`src/rtl/pmem_arbiter.sv`:
```
// pmem_arbiter: shares the physical-memory line port between I-cache and D-cache miss paths; PMEM_ARB_FAIR_EN adds an anti-starvation streak limit for I
module pmem_arbiter #(
  parameter int LINE_WIDTH   = 256,
  parameter int ADDR_WIDTH   = 32,
  parameter int STARVE_LIMIT = 4
) (
  input  logic                  clk,
  input  logic                  rst_n,
  input  logic                  i_pmem_read,
  input  logic [ADDR_WIDTH-1:0] i_pmem_address,
  output logic [LINE_WIDTH-1:0] i_pmem_rdata,
  output logic                  i_pmem_resp,
  input  logic                  d_pmem_read,
  input  logic                  d_pmem_write,
  input  logic [ADDR_WIDTH-1:0] d_pmem_address,
  input  logic [LINE_WIDTH-1:0] d_pmem_wdata,
  output logic [LINE_WIDTH-1:0] d_pmem_rdata,
  output logic                  d_pmem_resp,
  output logic                  mem_read,
  output logic                  mem_write,
  output logic [ADDR_WIDTH-1:0] mem_address,
  output logic [LINE_WIDTH-1:0] mem_wdata,
  input  logic [LINE_WIDTH-1:0] mem_rdata,
  input  logic                  mem_resp,
  output logic                  arb_busy
);
  localparam logic [1:0] IDLE    = 2'd0;
  localparam logic [1:0] SERVE_I = 2'd1;
  localparam logic [1:0] SERVE_D = 2'd2;
  logic [1:0] state_q, state_d;
  logic       gi, gd, d_req, starved;
  assign gi    = state_q == SERVE_I;
  assign gd    = state_q == SERVE_D;
  assign d_req = d_pmem_read | d_pmem_write;
`ifdef PMEM_ARB_FAIR_EN
  logic [2:0] streak_q, streak_d;
  assign starved = (streak_q == 3'(STARVE_LIMIT)) && i_pmem_read;
  // count D grants taken over a waiting I; an I grant clears the streak
  always_comb
    streak_d = (state_q == IDLE && state_d == SERVE_I) ? 3'd0 :
               (state_q == IDLE && state_d == SERVE_D && i_pmem_read && streak_q != 3'(STARVE_LIMIT)) ? streak_q + 3'd1 :
               streak_q;
  // streak register shares the async reset of the grant state
  always_ff @(posedge clk or negedge rst_n)
    if (!rst_n) streak_q <= '0;
    else        streak_q <= streak_d;
`else
  assign starved = 1'b0;
`endif
  // grant selection in IDLE (D is older, so it wins); grant held until mem_resp
  always_comb
    state_d = (gi || gd) ? (mem_resp ? IDLE : state_q) :
              starved    ? SERVE_I :
              d_req      ? SERVE_D :
              i_pmem_read ? SERVE_I : IDLE;
  // grant state; reset discards any in-flight transaction
  always_ff @(posedge clk or negedge rst_n)
    if (!rst_n) state_q <= IDLE;
    else        state_q <= state_d;
  assign mem_read     = gi | (gd & d_pmem_read & ~d_pmem_write);
  assign mem_write    = gd & d_pmem_write;
  assign mem_address  = gi ? i_pmem_address : gd ? d_pmem_address : '0;
  assign mem_wdata    = gd ? d_pmem_wdata : '0;
  assign i_pmem_resp  = gi & mem_resp;
  assign d_pmem_resp  = gd & mem_resp;
  assign i_pmem_rdata = gi ? mem_rdata : '0;
  assign d_pmem_rdata = gd ? mem_rdata : '0;
  assign arb_busy     = state_q != IDLE;
endmodule

```
`config.mk`:
```
export PLATFORM = sky130hd
export DESIGN_NAME = pmem_arbiter
export DESIGN_NICKNAME = d
export VERILOG_FILES = /design/src/rtl/pmem_arbiter.sv
export SDC_FILE = /design/constraint.sdc
export NUM_CORES = 1
export LEC_CHECK = 0
export ABC_AREA = 1
export CELL_PAD_IN_SITES_DETAIL_PLACEMENT = 0
export CELL_PAD_IN_SITES_GLOBAL_PLACEMENT = 1
export CORE_AREA = 2 2 537 539
export CTS_BUF_LIST = sky130_fd_sc_hd__clkbuf_16
export DETAILED_ROUTE_END_ITERATION = 7
export DIE_AREA = 0 0 539 541
export GPL_ROUTABILITY_DRIVEN = 0
export GPL_TIMING_DRIVEN = 0
export PLACE_DENSITY = 0.41
export SYNTH_ARGS = -nofsm -noshare
export SYNTH_HDL_FRONTEND = slang
export SYNTH_SLANG_ARGS = --single-unit
```
`constraint.sdc`:
```
create_clock -name clk -period 2.1 [get_ports clk]
set_clock_uncertainty 0.2 [all_clocks]
set_input_delay 0.21 -clock clk [delete_from_list [all_inputs] [get_ports clk]]
set_output_delay 0.21 -clock clk [all_outputs]
set_load 0.01 [all_outputs]
```
==> results of run 1 <==
-- critical path, cell delays in order (launching register included) --
cell and delay, ps:
dfrtp_1 390, inv_2 90, ha_4 150, buf_12 130
buf_12 110, clkinvlp_4 120, buf_12 170, buf_12 140
buf_4 140, nand3_4 120, nand2_4 80, buf_6 120
-- per-stage QoR --
step | std cells | utilization (%)
2_1_floorplan | 1754 | -
3_3_place_gp | 6921 | 8.90
3_5_place_dp | 6921 | 8.90
4_1_cts | 7055 | 10.1
5_1_grt | 7100 | 10.4
6_report | 7128 | 10.5
-- routing by layer --
layer	vias to the layer above	share of wire (%)
met5	-	0.40
met4	114	2.0
met3	349	19
met2	1374	39
met1	8083	39
li1	7644	-
-- synth_stat cells --
cell	instances
nand3_1	34
clkbuf_1	3
dfrtp_1	2
nand2_1	838
o21ai_0	2
buf_4	33
ha_1	3
buf_2	60
nor2_1	2
inv_1	777
-- power by group through the flow --
stage	clock network, mW	logic, mW	registers [mW]
finish	0.291	29.0	0.0678
global route	0.299	31.0	0.0689
CTS	0.296	27.0	0.0664
detailed placement	0	22.2	0.0637
global placement	0	22.4	0.0631
floorplan	0	6.53	0.0606
-- cell type report --
| class | instances | area [sq um] |
|---|---|---|
| Fill cell | 33714 | 256000 |
| Inverter | 777 | 2950 |
| Timing Repair Buffer | 1560 | 15700 |
| Sequential cell | 2 | 51.3 |
| Tap cell | 3781 | 4730 |
| Antenna cell | 37 | 92.6 |
| Buffer | 89 | 1520 |
| Multi-Input combinational cell | 879 | 4860 |
| Clock buffer | 3 | 75.1 |
-- cells by family (layout without fill, tap and decap cells) --
family	count (synthesis)	count (layout)	share of synthesized area, %
adder cells (fa/ha/maj)	3	3	0.544
buffers and inverters	873	2429	50.4
AND/OR/NAND/NOR	874	874	48.2
AO/OA/AOI/OAI	2	2	0.145
other	0	37	0
flip-flops	2	2	0.726
-- final timing paths --
path / from / to / slack, ps
setup / recovery: state_q[1] / mem_address[7] / -310
hold / removal: state_q[0] / state_q[0] / 380
setup reg to reg: state_q[0] / state_q[1] / 660
hold reg to reg: state_q[0] / state_q[0] / 380
max in group asynchronous: rst_n / state_q[0] / 880
min in group asynchronous: rst_n / state_q[0] / 690
-- timing repair --
| item | CTS | global route |
|---|---|---|
| endpoints found under the setup margin | 804 | 805 |
| hold buffers | 1 | 0 |
| cloned | 23 | 20 |
| pin swaps | 41 | 37 |
| gates resized for setup | 2535 | 1684 |
| endpoints found under the hold margin | 2 | 0 |
| setup buffers | 108 | 35 |
==> impl_metrics.py, run 1 <==
metrics = {
    "status": {
        "outcome": "finished with violations",
        "violations": "setup timing",
    },
    "global_route": {
        "top_usage_layer": "met2",
        "grt_pass1_vias": 17442,
        "grt_pass1_wl_um": 258000,
        "grt_max_degree": 11,
        "grtUsageTotal_pct": 14.4,
        "antenna_found_initial": 178,
        "grt_overflow": 0,
        "met2_usage_pct": 20.7,
        "use_met3_pct": 11.4,
        "grtUsageMet1_pct": 16.8,
    },
    "placed_design": {
        "dpl_worst_slack_ps": -1790,
        "hpwl_um": 203000,
        "placed_area_sq_mm": 0.0255,
        "port_buffers": 1386,
    },
    "finish": {
        "layout_commonest_cell": "nand2_1",
        "reg_top3": "state_q x2",
        "final_nets": 3897,
        "fin_area_sq_mm": 0.0300,
        "area.growth.synth_to_final_pct": 334,
        "final_layout_size_suffix_gt1_share_pct": 38.9,
        "regMostFlops": "state_q",
        "final_cell_mix": "nand2_1, clkdlybuf4s50_1, inv_1",
        "largest_reg_flops": 2,
    },
    "clock_tree": {
        "root_buffer": "clkbuf_16",
        "cts.htree.levels": 1,
        "clkTransAtPathRegs_ps": 30,
        "cts.sinks": 2,
        "cts_tree": "done",
        "clock_latency_ps": 230,
        "numCtsBuffers": 3,
        "clk_path_buf_depth": 2,
    },
    "detailed_routing": {
        "drc": 0,
        "via_per_inst": 2.46,
        "dr_total_vias": 17564,
        "drtAntennaViolNets": 0,
        "wl_per_cell_um": 31.0,
        "drt_iter0_drc": 1141,
        "routed_wl_um": 221000,
        "drtPass1Iterations": 7,
    },
    "floorplanning": {
        "row_count": 197,
        "die_area_sq_mm": 0.292,
        "io_pins": 1387,
        "die_h_um": 541,
        "coreArea_sq_mm": 0.286,
        "die_w_um": 539,
        "start_util_pct": 2.41,
    },
    "pwr": {
        "p_per_area_mw_per_mm2": 981,
        "vdd_ir_drop_max_uv": 361,
        "p_total_mw": 29.4,
        "power_frac_clock_pct": 1.0,
        "p_switching_mw": 16.2,
        "leakagePower_nw": 18.0,
        "p_int_mw": 13.1,
        "swShare_pct": 55.3,
        "p_seq_share_pct": 0.2,
        "pwr-share-comb_pct": 98.8,
    },
    "sta": {
        "fin_ws_ps": -312,
        "relSlewSlack_pct": 50.7,
        "finalHoldViolCount": 0,
        "max_freq_ghz": 0.415,
        "whs_ps": 385,
        "slew_viol_final": 0,
        "setup_violations": 742,
        "tns_ps": -128660,
        "post-route-min-period_ps": 2410,
        "layout_worst_path_cycle_share_pct": 115,
        "rsz0062_at_grt": "true",
        "worst_slew_pin_slew_ps": 738,
    },
    "logic_synthesis": {
        "synth_area_leaders": "nand2_1, inv_1, buf_2",
        "syn_nets": 2339,
        "synth_top_cell_by_area": "nand2_1",
        "yosys.area.top_type_share_pct": 45.6,
        "ys_ff_latch": 2,
        "ys_seq_area_share_pct": 0.726,
        "synthCells": 1754,
        "yosys_warnings": 0,
        "synth_area_sq_mm": 0.00690,
        "synth.distinct_cells": 10,
        "syn_area_per_cell_sq_um": 3.93,
    },
    "worst_setup_path": {
        "critical_path_arrival_ps": 2000,
        "start_kind": "flip-flop",
        "r2r.worst_path.cells": 5,
        "required_ps": 1690,
        "critPathMaxFanout": 5,
        "endpoint_kind": "primary output",
        "crit_type": "reg -> out",
    },
    "hold_path": {
        "worstHoldPathType": "reg -> reg",
        "holdPathStages": 2,
    },
    "flow_run": {
        "maxCapViolations": 0,
    },
}
(Power assumes the default switching activity.)
==> run 2, diff against run 1 <==
- CELL_PAD_IN_SITES_DETAIL_PLACEMENT: 0 -> unset
- CELL_PAD_IN_SITES_GLOBAL_PLACEMENT: 1 -> unset
- CORE_AREA: 2 2 537 539 -> 2 2 542 544
- DIE_AREA: 0 0 539 541 -> 0 0 544 546
- PLACE_DENSITY: 0.41 -> 0.31
==> run 2 against run 1 <==
- the flow still finishes with violations (setup timing)
- worst hold slack better by 24 ps
- combinational power is 8.6% lower
- register-to-register slack hardly changed
- first-iteration DRC count is 9.8% higher
- count of clock-buffer cells in the layout stayed put
- fmax is 7.0% lower
- total power is 8.5% lower
- non-clock buffer count is 26 lower
- global-route usage is 0.17 points lower
- via count is 0.91% higher
- critical path type unchanged
- critical endpoint is now d_pmem_rdata[40]
- largest cell class unchanged
- largest power group unchanged
==> impl_metrics.py, run 2 (same netlist as run 1, synthesis figures left out) <==
metrics = {
    "floorplanning": {
        "row_count": 199,
        "die_w_um": 544,
        "die_area_sq_mm": 0.297,
        "start_util_pct": 2.36,
        "io_pins": 1387,
        "die_h_um": 546,
        "coreArea_sq_mm": 0.292,
    },
    "clock_tree": {
        "cts.htree.levels": 1,
        "numCtsBuffers": 3,
        "root_buffer": "clkbuf_16",
        "clock_latency_ps": 230,
        "cts.sinks": 2,
        "cts_tree": "done",
        "clkTransAtPathRegs_ps": 30,
        "clk_path_buf_depth": 2,
    },
    "sta": {
        "tns_ps": -205950,
        "relSlewSlack_pct": 38.5,
        "slew_viol_final": 0,
        "layout_worst_path_cycle_share_pct": 123,
        "setup_violations": 786,
        "worst_slew_pin_slew_ps": 920,
        "fin_ws_ps": -493,
        "finalHoldViolCount": 0,
        "max_freq_ghz": 0.386,
        "post-route-min-period_ps": 2590,
        "rsz0062_at_grt": "true",
    },
    "finish": {
        "fin_cells": 7253,
        "fin_area_sq_mm": 0.0292,
        "final_nets": 3871,
        "largest_reg_flops": 2,
        "final_cell_mix": "nand2_1, inv_1, clkdlybuf4s50_1",
        "regMostFlops": "state_q",
        "layout_commonest_cell": "nand2_1",
        "final_layout_size_suffix_gt1_share_pct": 24.1,
        "area.growth.synth_to_final_pct": 323,
        "reg_top3": "state_q x2",
        "n_fill_cell": 34512,
    },
    "global_route": {
        "grt_max_degree": 11,
        "grt_pass1_vias": 17134,
        "grt_pass1_wl_um": 257000,
        "grt_overflow": 0,
        "grtUsageTotal_pct": 14.3,
        "antenna_found_initial": 175,
    },
    "detailed_routing": {
        "wl_per_cell_um": 30.7,
        "drtAntennaViolNets": 0,
        "drtPass1Iterations": 5,
        "routed_wl_um": 223000,
        "drt_iter0_drc": 1253,
        "via_per_inst": 2.44,
        "dr_total_vias": 17723,
        "drc": 0,
    },
    "worst_setup_path": {
        "endpoint_kind": "primary output",
        "r2r.worst_path.cells": 6,
        "required_ps": 1690,
        "start_kind": "flip-flop",
        "critPathMaxFanout": 8,
        "reg2reg_from": "state_q[0]",
        "crit_type": "reg -> out",
        "critical_path_arrival_ps": 2180,
        "ff2ff_setup_slack_ps": 650,
        "r2r_end": "state_q[0]",
    },
    "status": {
        "outcome": "finished with violations",
        "violations": "setup timing",
    },
    "hold_path": {
        "hold_start": "state_q[0]",
        "worstHoldPathType": "reg -> reg",
        "hold_path_end": "state_q[0]",
        "holdPathStages": 2,
    },
    "placed_design": {
        "placed_area_sq_mm": 0.0257,
        "hpwl_um": 206000,
        "placed_cells": 7059,
        "port_buffers": 1386,
    },
    "pwr": {
        "p_total_mw": 26.9,
        "vdd_ir_drop_max_uv": 381,
        "leakagePower_nw": 18.3,
        "p_per_area_mw_per_mm2": 921,
    },
    "flow_run": {
        "maxCapViolations": 0,
    },
}
==> run 2: cell count changes in the layout (fill, tap and decap cells not counted), sizes merged, moves of 14 or more <==
cell / delta
clkbuf: -141
dlymetal6s2s: +61
buf: -171
dlygate4sd2: +127
clkdlybuf4s50: +82
clkdlybuf4s15: +14
==> run 2: worst max-delay path by stage <==
stage / from / to / slack, ps
3_5_place_dp: state_q[1] / mem_address[16] / -2000
3_3_place_gp: state_q[1] / mem_address[16] / -1980
2_1_floorplan: state_q[0] / mem_address[15] / 500
6_report: state_q[0] / d_pmem_rdata[40] / -490
5_1_grt: state_q[0] / mem_wdata[160] / -550
4_1_cts: state_q[0] / i_pmem_rdata[196] / -570
==> run 2: repair_timing <==
action | 4_1_cts | 5_1_grt
resized for setup | 1737 | 858
hold buffers | 1 | 0
cloned | 12 | 8
buffers inserted | 77 | 51
pin swaps | 16 | 5
hold endpoints to repair | 2 | 0
setup endpoints to repair | 805 | 805
==> run 2: layer usage <==
| layer | track usage [%] | routed length, um |
|---|---|---|
| met5 | 0.682 | 1310 |
| met4 | 2.30 | 4580 |
| met3 | 10.8 | 37900 |
| met2 | 21.0 | 89900 |
| met1 | 16.4 | 89000 |
==> run 2: worst max-delay path: stages (launching register included) <==
cell and delay [ps]:
dfrtp_2 430, inv_2 90, ha_4 140, buf_12 130
buf_16 190, buf_12 140, buf_8 110, nand2_1 50
inv_1 80, dlygate4sd2_1 550
==> run 2: power by group <==
group	internal [mW]	switching, mW
sequential	0.0529	0.0148
combinational	11.3	15.3
clock	0.243	0.0523
==> run 2: final cells by class <==
| cell class | count | area, sq um | share of cell area, % |
|---|---|---|---|
| diodes | 50 | 125 | 0.429 |
| plain buffers | 91 | 1570 | 5.36 |
| clock buffers | 3 | 75.1 | 0.257 |
| inverters | 777 | 2920 | 10.0 |
| multi-input cells | 879 | 4190 | 14.3 |
| flip-flops and latches | 2 | 51.3 | 0.176 |
| well taps | 3919 | 4900 | 16.8 |
| repair buffers | 1532 | 15300 | 52.6 |
==> run 2: through the flow <==
stage / setup slack [ps] / util [%] / hold slack [ps]
final: -493 / 9.99 / 408
after CTS: -570 / 9.61 / 443
after detailed placement: -2000 / 8.79 / 215
after global routing: -551 / 9.96 / 459
after global placement: -1980 / 8.79 / 212
after floorplan: 498 / - / -286
==> run 3, diff against run 2 <==
- PLACE_DENSITY: 0.31 -> 0.3
- RECOVER_POWER: unset -> 50
==> run 3 against run 2 <==
- the run still ends with setup timing left
- wire length is 4.1% higher
- count of clock-buffer cells in the layout stayed put
- total power is 17% higher
- highest routed layer unchanged
==> impl_metrics.py, run 3 (same netlist as run 1, synthesis figures left out) <==
metrics = {
    "flow_run": {
        "maxCapViolations": 0,
    },
    "detailed_routing": {
        "via_per_inst": 2.45,
        "routed_wl_um": 232000,
        "drtAntennaViolNets": 0,
        "dr.max_layer_used": "met5",
        "routed-wl-met3_um": 39700,
        "wl_met1_um": 91300,
        "drt_iter0_drc": 1206,
        "wl_per_cell_um": 31.8,
        "drc": 0,
        "dr_total_vias": 17857,
        "met2_length_um": 95300,
        "drtPass1Iterations": 7,
    },
    "finish": {
        "final_layout_size_suffix_gt1_share_pct": 32.6,
        "fin_util_pct": 10.7,
        "final_cell_mix": "nand2_1, inv_1, clkdlybuf4s50_1",
        "reg_top3": "state_q x2",
        "layout_commonest_cell": "nand2_1",
        "area.growth.synth_to_final_pct": 355,
        "largest_reg_flops": 2,
        "fin_cells": 7301,
        "regMostFlops": "state_q",
        "final_nets": 3920,
    },
    "floorplanning": {
        "die_h_um": 546,
        "io_pins": 1387,
        "start_util_pct": 2.36,
        "die_w_um": 544,
        "die_area_sq_mm": 0.297,
        "coreArea_sq_mm": 0.292,
        "row_count": 199,
    },
    "placed_design": {
        "placed_cells": 7059,
        "port_buffers": 1386,
        "hpwl_um": 213000,
        "dpl_worst_slack_ps": -1860,
    },
    "sta": {
        "slew_viol_final": 0,
        "fin_ws_ps": -460,
        "tns_ps": -166170,
        "rsz0062_at_grt": "true",
        "worst_slew_pin_slew_ps": 856,
        "finalHoldViolCount": 0,
        "relSlewSlack_pct": 42.7,
        "whs_ps": 392,
        "max_freq_ghz": 0.391,
        "post-route-min-period_ps": 2560,
        "layout_worst_path_cycle_share_pct": 122,
        "setup_violations": 794,
    },
    "global_route": {
        "grt_overflow": 0,
        "grt_pass1_vias": 17264,
        "grtUsageTotal_pct": 14.8,
        "grt_pass1_wl_um": 266000,
        "grt_max_degree": 12,
        "antenna_found_initial": 192,
    },
    "clock_tree": {
        "cts_tree": "done",
        "clk_path_buf_depth": 2,
        "cts.sinks": 2,
        "cts.htree.levels": 1,
        "clkTransAtPathRegs_ps": 30,
        "root_buffer": "clkbuf_16",
        "numCtsBuffers": 3,
        "clock_latency_ps": 220,
    },
    "status": {
        "violations": "setup timing",
        "outcome": "finished with violations",
    },
    "worst_setup_path": {
        "critPathMaxFanout": 6,
        "reg2reg_from": "state_q[1]",
        "ff2ff_setup_slack_ps": 560,
        "r2r.worst_path.cells": 7,
        "start_kind": "flip-flop",
        "r2r_end": "state_q[0]",
        "crit_type": "reg -> out",
        "critical_path_arrival_ps": 2150,
        "endpoint_kind": "primary output",
        "required_ps": 1690,
    },
    "pwr": {
        "leakagePower_nw": 21.3,
        "p_per_area_mw_per_mm2": 999,
        "vdd_ir_drop_max_uv": 396,
    },
    "hold_path": {
        "worstHoldPathType": "reg -> reg",
        "hold_path_end": "state_q[1]",
        "hold_start": "state_q[1]",
        "holdPathStages": 2,
    },
}
-- run 3: changes by cell type in the layout (fill, tap and decap cells not counted), moves of 33 or more --
cell             previous run  this run
inv_2                      62       121
clkdlybuf4s50_1           678       633
nand2_2                    72       105
buf_6                     145       254
nand2_1                   737       661
dlymetal6s2s_1             87       272
clkdlybuf4s15_2            50        14
dlygate4sd2_1             255        27
nand2_4                    27        64
inv_1                     713       643
-- run 3: worst max-delay path by stage --
| stage | startpoint | endpoint | slack (ps) | cells after the start |
|---|---|---|---|---|
| after floorplan | state_q[0] | mem_address[15] | 500 | 7 |
| final | state_q[1] | mem_address[23] | -460 | 11 |
| after detailed placement | state_q[0] | mem_address[15] | -1860 | 8 |
| after global routing | state_q[0] | i_pmem_rdata[54] | -500 | 12 |
| after global placement | state_q[1] | mem_address[9] | -2350 | 7 |
| after CTS | state_q[0] | mem_wdata[85] | -700 | 10 |
-- run 3: metrics by stage --
stage | cell area, sq um | power, mW
floorplan | 6900 | 6.59
global placement | 25700 | 23.1
detailed placement | 25700 | 23.0
CTS | 29100 | 29.4
global route | 31300 | 33.2
finish | 31400 | 31.3
-- run 3: layout make-up --
class,count,area (sq um)
fill,34300,261000
timing repair buffer,1583,17100
tap,3919,4900
multi-input combinational,879,4670
inverter,777,2950
buffer,89,1510
antenna,49,123
clock buffer,3,75.1
sequential,2,51.3
-- run 3: critical path: stages, from the launching register on --
cell and delay (ps):
dfrtp_2 430, inv_2 80, ha_4 160, buf_12 150
clkinvlp_4 150, buf_6 150, buf_12 140, buf_12 130
buf_6 110, nand3_4 170, nand2_2 90, buf_6 130
-- run 3: routing by layer --
metal | track usage [%] | up-vias
li1 | - | 7719
met1 | 17.1 | 8327
met2 | 22.2 | 1363
met3 | 11.1 | 326
met4 | 1.84 | 122
met5 | 0 | -
-- run 3: report_power, final --
group / switching, mW / internal, mW / total, mW
combinational: 17.0 / 14.0 / 31.0
clock: 0.0478 / 0.243 / 0.290
sequential: 0.0196 / 0.0542 / 0.0738
total: 17.0 / 14.3 / 31.3
-- run 3: timing repair --
action,CTS,global route
buffers inserted,122,55
pin swaps,28,34
setup endpoints to repair,804,805
cloned,17,12
resized for setup,2149,1402
hold buffers,1,0
endpoints found under the hold margin,2,0
